[config.mk]
export PLATFORM = sky130hd
export DESIGN_NAME = night_cycle_ctrl
export DESIGN_NICKNAME = d
export VERILOG_FILES = /design/src/rtl/night_cycle_pkg.sv /design/src/rtl/night_cycle_ctrl.sv
export SDC_FILE = /design/constraint.sdc
export NUM_CORES = 1
export LEC_CHECK = 0
export ABC_CLOCK_PERIOD_IN_PS = 2600
export CORE_ASPECT_RATIO = 0.75
export CORE_MARGIN = 8
export CORE_UTILIZATION = 40
export DETAILED_ROUTE_END_ITERATION = 16
export HOLD_SLACK_MARGIN = 0.1
export SYNTH_ARGS = -nofsm -noshare
export SYNTH_HDL_FRONTEND = slang
export SYNTH_SLANG_ARGS = --single-unit
[constraint.sdc]
create_clock -name clk -period 2.6 [get_ports clk]
set_clock_uncertainty 0.15 [all_clocks]
set_input_delay 0.39 -clock clk [delete_from_list [all_inputs] [get_ports clk]]
set_output_delay 0.39 -clock clk [all_outputs]
set_load 0.01 [all_outputs]
[src/rtl/night_cycle_pkg.sv]
// Shared types and constants for the day/night cycle controller and the
// night sky block that consumes night_rate.
package night_cycle_pkg;

  typedef enum logic [1:0] {
    DAY      = 2'd0,
    FADE_IN  = 2'd1,
    NIGHT    = 2'd2,
    FADE_OUT = 2'd3
  } night_state_t;

  localparam int unsigned RATE_W  = 6;
  localparam int unsigned THR_W   = 18;
  localparam int unsigned SCORE_W = 17;
  localparam int unsigned HOLD_W  = 16;

  localparam int unsigned MAX_RATE = 63;

  localparam int unsigned DEF_NIGHT_INTERVAL = 700;
  localparam int unsigned DEF_RATE_STEP      = 4;
  localparam int unsigned DEF_HOLD_FRAMES    = 600;

  // Rate above which the night sky is drawn; the palette inverter uses the same point.
  localparam int unsigned VISIBLE_RATE = 32;

endpackage

[src/rtl/night_cycle_ctrl.sv]
// Day/night cycle sequencer: fades night_rate up, holds it, and fades back
// each time the score crosses the next multiple of NIGHT_INTERVAL.
module night_cycle_ctrl
  import night_cycle_pkg::*;
#(
  parameter int unsigned NIGHT_INTERVAL = DEF_NIGHT_INTERVAL,
  parameter int unsigned RATE_STEP      = DEF_RATE_STEP,
  parameter int unsigned HOLD_FRAMES    = DEF_HOLD_FRAMES,
  parameter int unsigned INVERT_RATE    = VISIBLE_RATE
) (
  input  logic               clk,
  input  logic               rst,
  input  logic               update,
  input  logic               crash,
  input  logic [SCORE_W-1:0] score,
  output logic [RATE_W-1:0]  night_rate,
  output logic               night_active,
  output logic               invert,
  output logic [1:0]         state_o
);

  localparam logic [RATE_W-1:0] STEP6     = RATE_W'(RATE_STEP);
  localparam logic [RATE_W:0]   MAX7      = (RATE_W + 1)'(MAX_RATE);
  localparam logic [RATE_W:0]   INV7      = (RATE_W + 1)'(INVERT_RATE);
  localparam logic [THR_W-1:0]  INTV      = THR_W'(NIGHT_INTERVAL);
  localparam logic [HOLD_W-1:0] HOLD_LAST = HOLD_W'(HOLD_FRAMES - 1);

  night_state_t      r_state;
  logic [RATE_W-1:0] r_rate;
  logic              r_active;
  logic              r_invert;
  logic [HOLD_W-1:0] r_hold_cnt;
  logic [THR_W-1:0]  r_next_thr;

  logic [RATE_W-1:0] w_rate_up;
  logic [RATE_W-1:0] w_rate_dn;
  logic [THR_W-1:0]  w_thr_adv;
  logic              w_score_hit;

  function automatic logic [RATE_W-1:0] rate_up(input logic [RATE_W-1:0] r);
    logic [RATE_W:0] s;
    s = {1'b0, r} + {1'b0, STEP6};
    return (s > MAX7) ? MAX7[RATE_W-1:0] : s[RATE_W-1:0];
  endfunction

  function automatic logic [RATE_W-1:0] rate_down(input logic [RATE_W-1:0] r);
    logic signed [RATE_W+1:0] d;
    d = $signed({2'b00, r}) - $signed({2'b00, STEP6});
    return (d < 0) ? '0 : d[RATE_W-1:0];
  endfunction

  // Threshold saturates instead of wrapping so a huge score can never re-arm early.
  function automatic logic [THR_W-1:0] thr_advance(input logic [THR_W-1:0] t);
    logic [THR_W:0] s;
    s = {1'b0, t} + {1'b0, INTV};
    return s[THR_W] ? '1 : s[THR_W-1:0];
  endfunction

  assign w_rate_up   = rate_up(r_rate);
  assign w_rate_dn   = rate_down(r_rate);
  assign w_thr_adv   = thr_advance(r_next_thr);
  assign w_score_hit = ({1'b0, score} >= r_next_thr);

  always_ff @(posedge clk or posedge rst) begin
    if (rst) begin
      r_state    <= DAY;
      r_rate     <= '0;
      r_active   <= 1'b0;
      r_invert   <= 1'b0;
      r_hold_cnt <= '0;
      r_next_thr <= INTV;
    end else if (update && !crash) begin
      // Crossings while a night is already running are dropped, one interval per update.
      if (r_state != DAY && w_score_hit) begin
        r_next_thr <= w_thr_adv;
      end
      case (r_state)
        DAY: begin
          if (w_score_hit) begin
            r_state    <= FADE_IN;
            r_active   <= 1'b1;
            r_next_thr <= w_thr_adv;
          end
        end
        FADE_IN: begin
          r_rate   <= w_rate_up;
          r_invert <= ({1'b0, w_rate_up} > INV7);
          if ({1'b0, w_rate_up} == MAX7) begin
            r_state    <= NIGHT;
            r_hold_cnt <= '0;
          end
        end
        NIGHT: begin
          if (r_hold_cnt == HOLD_LAST) begin
            r_state <= FADE_OUT;
          end else begin
            r_hold_cnt <= r_hold_cnt + 1'b1;
          end
        end
        FADE_OUT: begin
          r_rate   <= w_rate_dn;
          r_invert <= ({1'b0, w_rate_dn} > INV7);
          if (w_rate_dn == '0) begin
            r_state  <= DAY;
            r_active <= 1'b0;
          end
        end
        default: r_state <= DAY;
      endcase
    end
  end

  assign night_rate   = r_rate;
  assign night_active = r_active;
  assign invert       = r_invert;
  assign state_o      = r_state;

endmodule
==> results of run 1 <==
-- cells in the final DEF, fill, tap and decap left out, types with 3 or more instances in the layout --
cell type / instances
xnor2_1: 25
nor2_1: 21
nand2b_1: 4
dfstp_2: 6
nor3_1: 14
nor2b_1: 4
inv_1: 27
nand2_1: 26
ha_1: 20
clkdlybuf4s50_1: 30
and2_1: 3
buf_4: 33
and3_1: 3
clkbuf_8: 6
a21oi_1: 12
ha_4: 6
dfrtp_1: 38
or3_1: 4
nand3_1: 12
o21a_1: 5
nor4_1: 5
o21ai_0: 14
-- cell type report --
type	instances	area share (%)
multi-input combinational	235	47.4
sequential	44	28.8
timing repair buffer	65	15.0
tap	101	3.28
inverter	31	3.09
clock buffer	7	2.24
clock inverter	1	0.195
-- how the worst max path moves through the flow --
stage               slack [ps]    endpoint  depth (start not counted)
finish                     -90  state_o[1]                          9
global route              -140  state_o[1]                          9
CTS                          1  state_o[1]                          8
detailed placement        -330  state_o[1]                          8
global placement          -320  state_o[1]                          8
floorplan                   40  state_o[1]                          8
-- critical path, delay by kind of cell --
family                   cells  cell delay, ps
AO/OA/AOI/OAI                3             520
multiplexers                 1             360
adder cells (fa/ha/maj)      1             340
buffers and inverters        2             590
AND/OR/NAND/NOR              2             540
-- sequential cells by signal (all words and copies together) (netlist names) --
register	cells
invert	1
night_active	1
night_rate	6
r_hold_cnt	16
r_next_thr	18
state_o	2
-- repair_timing --
action,4_1_cts,5_1_grt
pin swaps,2,6
setup endpoints to repair,7,15
gates resized for setup,6,27
buffers inserted,1,2
-- cell families after synthesis --
group	share of synthesized area, %
AOI/OAI and AO/OA	14.7
xor gates and xnor gates	7.48
DFF	37.9
and+or+nand+nor	22.3
muxes	0.769
buffers and inverters	5.77
adders and majority gates	11.1
-- routing by layer --
| metal | up-vias | wire length (microns) | GRT usage, % |
|---|---|---|---|
| li1 | 1252 | - | - |
| met1 | 1151 | 3460 | 18.9 |
| met2 | 34 | 3010 | 19.5 |
| met3 | 5 | 301 | 3.34 |
| met4 | 0 | 63 | 3.93 |
| met5 | - | 0 | 0 |
-- report_power, final --
part | leakage, nW | internal (mW) | switching, mW
sequential | 0.548 | 0.837 | 0.136
clock | 0.0445 | 0.217 | 0.249
combinational | 1.06 | 0.799 | 0.826
total | 1.65 | 1.85 | 1.21
-- through the flow --
stage / power, mW / setup TNS, ps / cells / setup slack (ps) / instance area (sq um)
after floorplan: 1.87 / 0 / 322 / 41.7 / 2930
after global placement: 2.40 / -3800 / 473 / -316 / 3550
after detailed placement: 2.42 / -4510 / 473 / -331 / 3550
after CTS: 2.93 / 0 / 482 / 1.26 / 3680
after global routing: 3.31 / -371 / 484 / -137 / 3850
final: 3.06 / -93.9 / 484 / -93.9 / 3850
==> results.json, run 1 <==
{
  "cts_max_level": 2,
  "num_vias": 2442,
  "die_area_sq_um": 10300,
  "cp-end-kind": "flip-flop",
  "synth_cell_types": 56,
  "worstPathCellList": "clkdlybuf4s50_1, ha_1, nand4b_4, or3_4, o22ai_2, a211oi_4, buf_4, a211oi_4, mux2_2",
  "post-route-period-util_pct": 104,
  "hp-start": "r_next_thr[0]",
  "status": "finished with violations",
  "syn-cell-area_sq_um": 2930,
  "area_growth_syn_to_layout_pct": 31.6,
  "worst_slack_ps": -93.9,
  "cpMaxStageDelayCell": "clkdlybuf4s50_1",
  "synthArstFlopShare_pct": 100,
  "initial_core_util_pct": 40.5,
  "post-route-min-period_ps": 2690,
  "yosysWarnings": 0,
  "antenna_found_initial": 0,
  "hold_path_class": "reg -> reg",
  "clockBufferDepth": 2,
  "place_congestion": 0.822,
  "synthesis.nets": 369,
  "tightest_slew_ps": 628,
  "crit_path_max_fanout": 4,
  "io_buffers": 30,
  "grt_max_degree": 45,
  "wl_per_cell_microns": 14.1,
  "syn_avg_cell_area_sq_um": 9.09,
  "finalMaxSlewViolations": 0,
  "clk_pin_slew_worst_paths_ps": 90,
  "hold_viol": 0,
  "yosysSeqAreaShare_pct": 37.9,
  "path_class": "in -> reg",
  "startpoint": "score[14]",
  "cts_root_buf": "clkbuf_8",
  "max_freq_mhz": 371,
  "ys_top_cells_by_area": "dfrtp_1, ha_1, xnor2_1",
  "holdBufCountCts": 0,
  "max-vdd-ir-drop_v": 0.000497,
  "ys_top_cells_by_count": "dfrtp_1, inv_1, ha_1, nand2_1, xnor2_1",
  "drtIter0Drc": 63,
  "synth.largest_area_cell": "dfrtp_1",
  "slew-limit-headroom_pct": 57.7,
  "cts_tree": "yes",
  "synth_edf_count": 0,
  "p_leak_nw": 1.65,
  "antenna_cells": 0,
  "synth_ff_type": "dfrtp_1",
  "rsz0062_at_grt": "yes",
  "finish.utilization_pct": 53.3,
  "die_x_microns": 115,
  "drc": 0,
  "rows": 27,
  "dpl.hpwl_microns": 4960,
  "yosys.area.top_type_share_pct": 32.5,
  "fillers": 672,
  "grt_usage_pct": 13.4,
  "cap_violations": 0,
  "regArea_sq_um": 1110,
  "path_common_cell": "a211oi_4",
  "worst_hold_path.num_cells": 0,
  "grt_pass1_vias": 2389,
  "worstPathRequired_ps": 2640,
  "core_sq_um": 7230,
  "r2r_end": "state_o[1]",
  "setup_viol": 1,
  "hold_end": "r_next_thr[0]",
  "grt_overflow_total": 0,
  "drt-total-wl_microns": 6830,
  "yosys_register_bits": 44,
  "powerDensity_nw_per_um2": 795,
  "syn_inst": 322,
  "numCtsBuffers": 5,
  "worstRegToRegCells": 9,
  "r2r_start": "r_next_thr[15]",
  "multi_input_area_sq_um": 1830,
  "dr.pass1.iters": 4,
  "r2r_setup_slack_ps": 0,
  "yosysMostFrequentCell": "dfrtp_1",
  "max_stage_delay_ps": 430,
  "die_y_microns": 90.1,
  "grt_pass1_wl_microns": 11300,
  "worstPathArrival_ps": 2730,
  "detail_route.vias_per_cell": 5.05,
  "worst_hold_slack_ps": 235,
  "drtAntennaViolNets": 0,
  "io_pins": 31,
  "nets": 429,
  "violations": "negative setup slack",
  "drive_gt1_share_pct": 20.9,
  "clkSinkCount": 44,
  "clk_latency_ps": 300,
  "cp-start-kind": "input pin"
}
Power figures use the tool's default switching activity.
==> run 2: changes to the inputs <==
CORE_MARGIN = 1   (was 8)
==> results.json, run 2 (synthesis gave the netlist of run 1 again) <==
{
  "hold_viol": 0,
  "io_pins": 31,
  "p_leak_nw": 1.63,
  "die_y_microns": 76.1,
  "r2r_setup_slack_ps": 100,
  "place_congestion": 0.810,
  "worst_hold_slack_ps": 240,
  "worstPathCellList": "clkdlybuf4s50_1, ha_4, nand4b_4, or3_1, nor2_2, a211oi_4, or4_1, a22oi_1",
  "grt_usage_pct": 18.3,
  "max_freq_mhz": 387,
  "grt_overflow_total": 0,
  "largest_reg_flops": 18,
  "largest_register": "r_next_thr",
  "worstPathArrival_ps": 2660,
  "clockBufferDepth": 2,
  "status": "complete, no violations",
  "worstPathRequired_ps": 2670,
  "cpMaxStageDelayCell": "or4_1",
  "setup_viol": 0,
  "cp-start-kind": "input pin",
  "max_stage_delay_ps": 510,
  "mostFrequentLayoutCells": "dfrtp_1, buf_4, clkdlybuf4s50_1",
  "drt-total-wl_microns": 6570,
  "p_int_mw": 1.88,
  "grt_pass1_wl_microns": 11100,
  "cap_violations": 0,
  "cp_num_buf_inv": 1,
  "die_area_sq_um": 7670,
  "hold_path_class": "reg -> reg",
  "io_buffers": 30,
  "fillers": 645,
  "cts_tree": "yes",
  "detail_route.vias_per_cell": 5.21,
  "cts_root_buf": "clkbuf_8",
  "drtIter0Drc": 90,
  "post-route-min-period_ps": 2580,
  "powerDensity_nw_per_um2": 799,
  "dr.pass1.iters": 4,
  "nets": 427,
  "p_comb_share_pct": 50.9,
  "switching_power_mw": 1.17,
  "multi_input_area_sq_um": 1790,
  "tns_ps": 0,
  "cts_max_level": 2,
  "grt_max_degree": 29,
  "antenna_cells": 0,
  "cp-end-kind": "flip-flop",
  "antenna_found_initial": 0,
  "path_class": "in -> reg",
  "max-vdd-ir-drop_v": 0.000551,
  "regArea_sq_um": 1110,
  "post-place-ws_ps": -330,
  "swShare_pct": 38.3,
  "worst_slack_ps": 16.4,
  "tightest_slew_ps": 679,
  "p_seq_share_pct": 31.9,
  "drc": 0,
  "grt_pass1_vias": 2414,
  "drive_gt1_share_pct": 18.9,
  "drtAntennaViolNets": 0,
  "rows": 26,
  "clk_pin_slew_worst_paths_ps": 80,
  "p_clk_share_pct": 17.2,
  "finalMaxSlewViolations": 0,
  "post-route-period-util_pct": 99.4,
  "num_vias": 2495,
  "final_common_cell": "dfrtp_1",
  "die_x_microns": 101,
  "slew-limit-headroom_pct": 54.4,
  "cp_top_family": "simple AND/OR/NAND/NOR gates",
  "initial_core_util_pct": 42.3,
  "clkSinkCount": 44,
  "clk_latency_ps": 300,
  "dpl.hpwl_microns": 4940,
  "wl_per_cell_microns": 13.7,
  "numCtsBuffers": 5,
  "crit_path_max_fanout": 5,
  "area_growth_syn_to_layout_pct": 30.3,
  "core_sq_um": 6930
}
[run 2: final timing paths]
| path | end | start | cells past startpoint |
|---|---|---|---|
| worst max-delay path | r_next_thr[14] | score[16] | 8 |
| worst min-delay path | r_next_thr[0] | r_next_thr[0] | 0 |
| worst max register to register | state_o[1] | night_rate[2] | 8 |
| worst min register to register | r_next_thr[0] | r_next_thr[0] | 0 |
| max in group asynchronous | r_next_thr[2] | rst | 3 |
| min in group asynchronous | r_hold_cnt[15] | rst | 2 |
[run 2: timing repair]
item | 4_1_cts | 5_1_grt
pin swaps | 1 | 6
buffers inserted | 0 | 0
gates resized for setup | 2 | 21
endpoints found under the hold margin | 0 | 0
endpoints found under the setup margin | 3 | 19
hold buffers | 0 | 0
[run 2: final cells by class]
cell class	instances	share of cell area, %
sequential	44	29.0
clock buffer	7	2.00
multi-input combinational	235	46.9
timing repair buffer	63	15.0
tap	98	3.21
inverter	31	3.05
clock inverter	1	0.787
[run 2: layer usage]
metal / GRT usage [%] / vias to the layer above / part of all wire (%)
met4: 5.65 / 0 / 1.2
met5: 0 / - / 0
met2: 26.4 / 69 / 42
li1: - / 1246 / -
met3: 3.30 / 8 / 4.8
met1: 27.4 / 1172 / 51
[run 2: power by group through the flow]
stage               Sequential (mW)  Combinational [mW]  Clock, mW
global route                  0.993                1.73      0.561
global placement              0.975                1.42          0
finish                        0.971                1.55      0.525
floorplan                     0.973               0.900          0
CTS                           0.966                1.45      0.540
detailed placement            0.978                1.44          0
[run 2: through the flow]
| step | area, sq um | total power [mW] | instances | utilization (%) |
|---|---|---|---|---|
| after floorplan | 2930 | 1.87 | 322 | - |
| after global placement | 3570 | 2.40 | 471 | 51.5 |
| after detailed placement | 3570 | 2.42 | 471 | 51.5 |
| after CTS | 3680 | 2.96 | 479 | 53.1 |
| after global routing | 3820 | 3.29 | 479 | 55.1 |
| final | 3820 | 3.05 | 479 | 55.1 |
==> run 3: changes to the inputs <==
SKIP_LAST_GASP = 1   (was not set)
==> results.json, run 3 (synthesis gave the netlist of run 1 again) <==
{
  "status": "complete, no violations",
  "clockBufferDepth": 2,
  "wl_per_cell_microns": 13.7,
  "worst_slack_ps": 9.00,
  "p_leak_nw": 1.63,
  "largest_reg_flops": 18,
  "die_area_sq_um": 7670,
  "placedInstanceArea_sq_um": 3570,
  "drive_gt1_share_pct": 18.6,
  "numCtsBuffers": 5,
  "worstPathCellList": "clkdlybuf4s50_1, ha_4, nand4b_4, or3_1, nor2_2, a211oi_4, or4_1, a22oi_1",
  "cts_root_buf": "clkbuf_8",
  "crit_path_max_fanout": 5,
  "fillers": 645,
  "worstPathArrival_ps": 2670,
  "mostFrequentLayoutCells": "dfrtp_1, buf_4, clkdlybuf4s50_1",
  "cp_top_family": "simple AND/OR/NAND/NOR gates",
  "placed_cells": 471,
  "top_layer_used": "met4",
  "area_growth_syn_to_layout_pct": 30.3,
  "finish.instance_area_sq_um": 3820,
  "worst_hold_path.num_cells": 0,
  "antenna_cells": 0,
  "num_vias": 2499,
  "detail_route.vias_per_cell": 5.22,
  "hold_viol": 0,
  "core_sq_um": 6930,
  "cp-start-kind": "input pin",
  "p_comb_share_pct": 51.0,
  "path_class": "in -> reg",
  "antenna_found_initial": 0,
  "max_stage_delay_ps": 510,
  "finalMaxSlewViolations": 0,
  "grt_pass1_vias": 2414,
  "hold_path_class": "reg -> reg",
  "initial_core_util_pct": 42.3,
  "grt_overflow_total": 0,
  "holdBufCountCts": 0,
  "setup_viol": 0,
  "place_congestion": 0.810,
  "slew-limit-headroom_pct": 54.3,
  "post-place-ws_ps": -330,
  "dr.pass1.iters": 4,
  "post_cts_buffers": 0,
  "met3_length_microns": 264,
  "dpl.hpwl_microns": 4940,
  "clk_latency_ps": 300,
  "cap_violations": 0,
  "powerDensity_nw_per_um2": 797,
  "largest_register": "r_next_thr",
  "grt_usage_pct": 18.3,
  "p_seq_share_pct": 31.9,
  "final_common_cell": "dfrtp_1",
  "switching_power_mw": 1.16,
  "clk_pin_slew_worst_paths_ps": 80,
  "die_x_microns": 101,
  "rows": 26,
  "die_y_microns": 76.1,
  "drtAntennaViolNets": 0,
  "post-route-min-period_ps": 2590,
  "cts_max_level": 2,
  "cp_num_buf_inv": 1,
  "clkSinkCount": 44,
  "max-vdd-ir-drop_v": 0.000550,
  "worstPathRequired_ps": 2680,
  "drtIter0Drc": 81,
  "tightest_slew_ps": 681,
  "worstRegToRegCells": 8,
  "nets": 427,
  "grt_pass1_wl_microns": 11100,
  "cts_tree": "yes",
  "tns_ps": 0,
  "stdcell_count": 479,
  "swShare_pct": 38.2,
  "io_buffers": 30,
  "cpMaxStageDelayCell": "or4_1",
  "p_int_mw": 1.88,
  "p_clk_share_pct": 17.2,
  "io_pins": 31,
  "regArea_sq_um": 1110,
  "rsz0062_at_grt": "yes",
  "post-route-period-util_pct": 99.7,
  "drt-total-wl_microns": 6560,
  "multi_input_area_sq_um": 1790,
  "wl_met1_microns": 3430,
  "cp_num_cells": 8,
  "wl_met2_microns": 2770,
  "drc": 0,
  "cp-end-kind": "flip-flop",
  "power_mw": 3.04,
  "max_freq_mhz": 386,
  "grt_max_degree": 29
}
## run 3: timing repair
item | 4_1_cts | 5_1_grt
gates resized for setup | 2 | 20
setup endpoints to repair | 3 | 19
gates cloned | 0 | 0
pin swaps | 1 | 6
## run 3: through the flow
step                      utilization, %  hold slack [ps]
after floorplan                        -              279
after global placement              51.5              217
after detailed placement            51.5              229
after CTS                           53.1              247
after global routing                55.1              259
final                               55.1              240
## run 3: area by class of cell
| type | count | share of cell area (%) |
|---|---|---|
| Tap cell | 98 | 3.21 |
| Clock buffer | 7 | 2.00 |
| Multi-Input combinational cell | 235 | 46.9 |
| Timing Repair Buffer | 63 | 15.0 |
| Clock inverter | 1 | 0.787 |
| Inverter | 31 | 3.05 |
| Sequential cell | 44 | 29.0 |
## run 3: power by group through the flow
stage                     clock (mW)  combinational (mW)  sequential, mW
final                          0.523                1.55           0.969
after global routing           0.561                1.73           0.993
after CTS                      0.540                1.45           0.966
after detailed placement           0                1.44           0.978
after global placement             0                1.42           0.975
after floorplan                    0               0.900           0.973
## run 3: metal layers
layer | up-vias | GRT usage (%)
li1 | 1247 | -
met1 | 1177 | 27.4
met2 | 65 | 26.4
met3 | 10 | 3.30
met4 | 0 | 5.65
met5 | - | 0
## run 3: worst paths after layout
check / from / endpoint / slack (ps)
min: r_next_thr[0] / r_next_thr[0] / 240
min in group asynchronous: rst / r_hold_cnt[15] / 260
max: score[16] / r_next_thr[14] / 9
max reg2reg: night_rate[2] / state_o[1] / 100
max in group asynchronous: rst / r_next_thr[2] / 1450
min reg2reg: r_next_thr[0] / r_next_thr[0] / 240
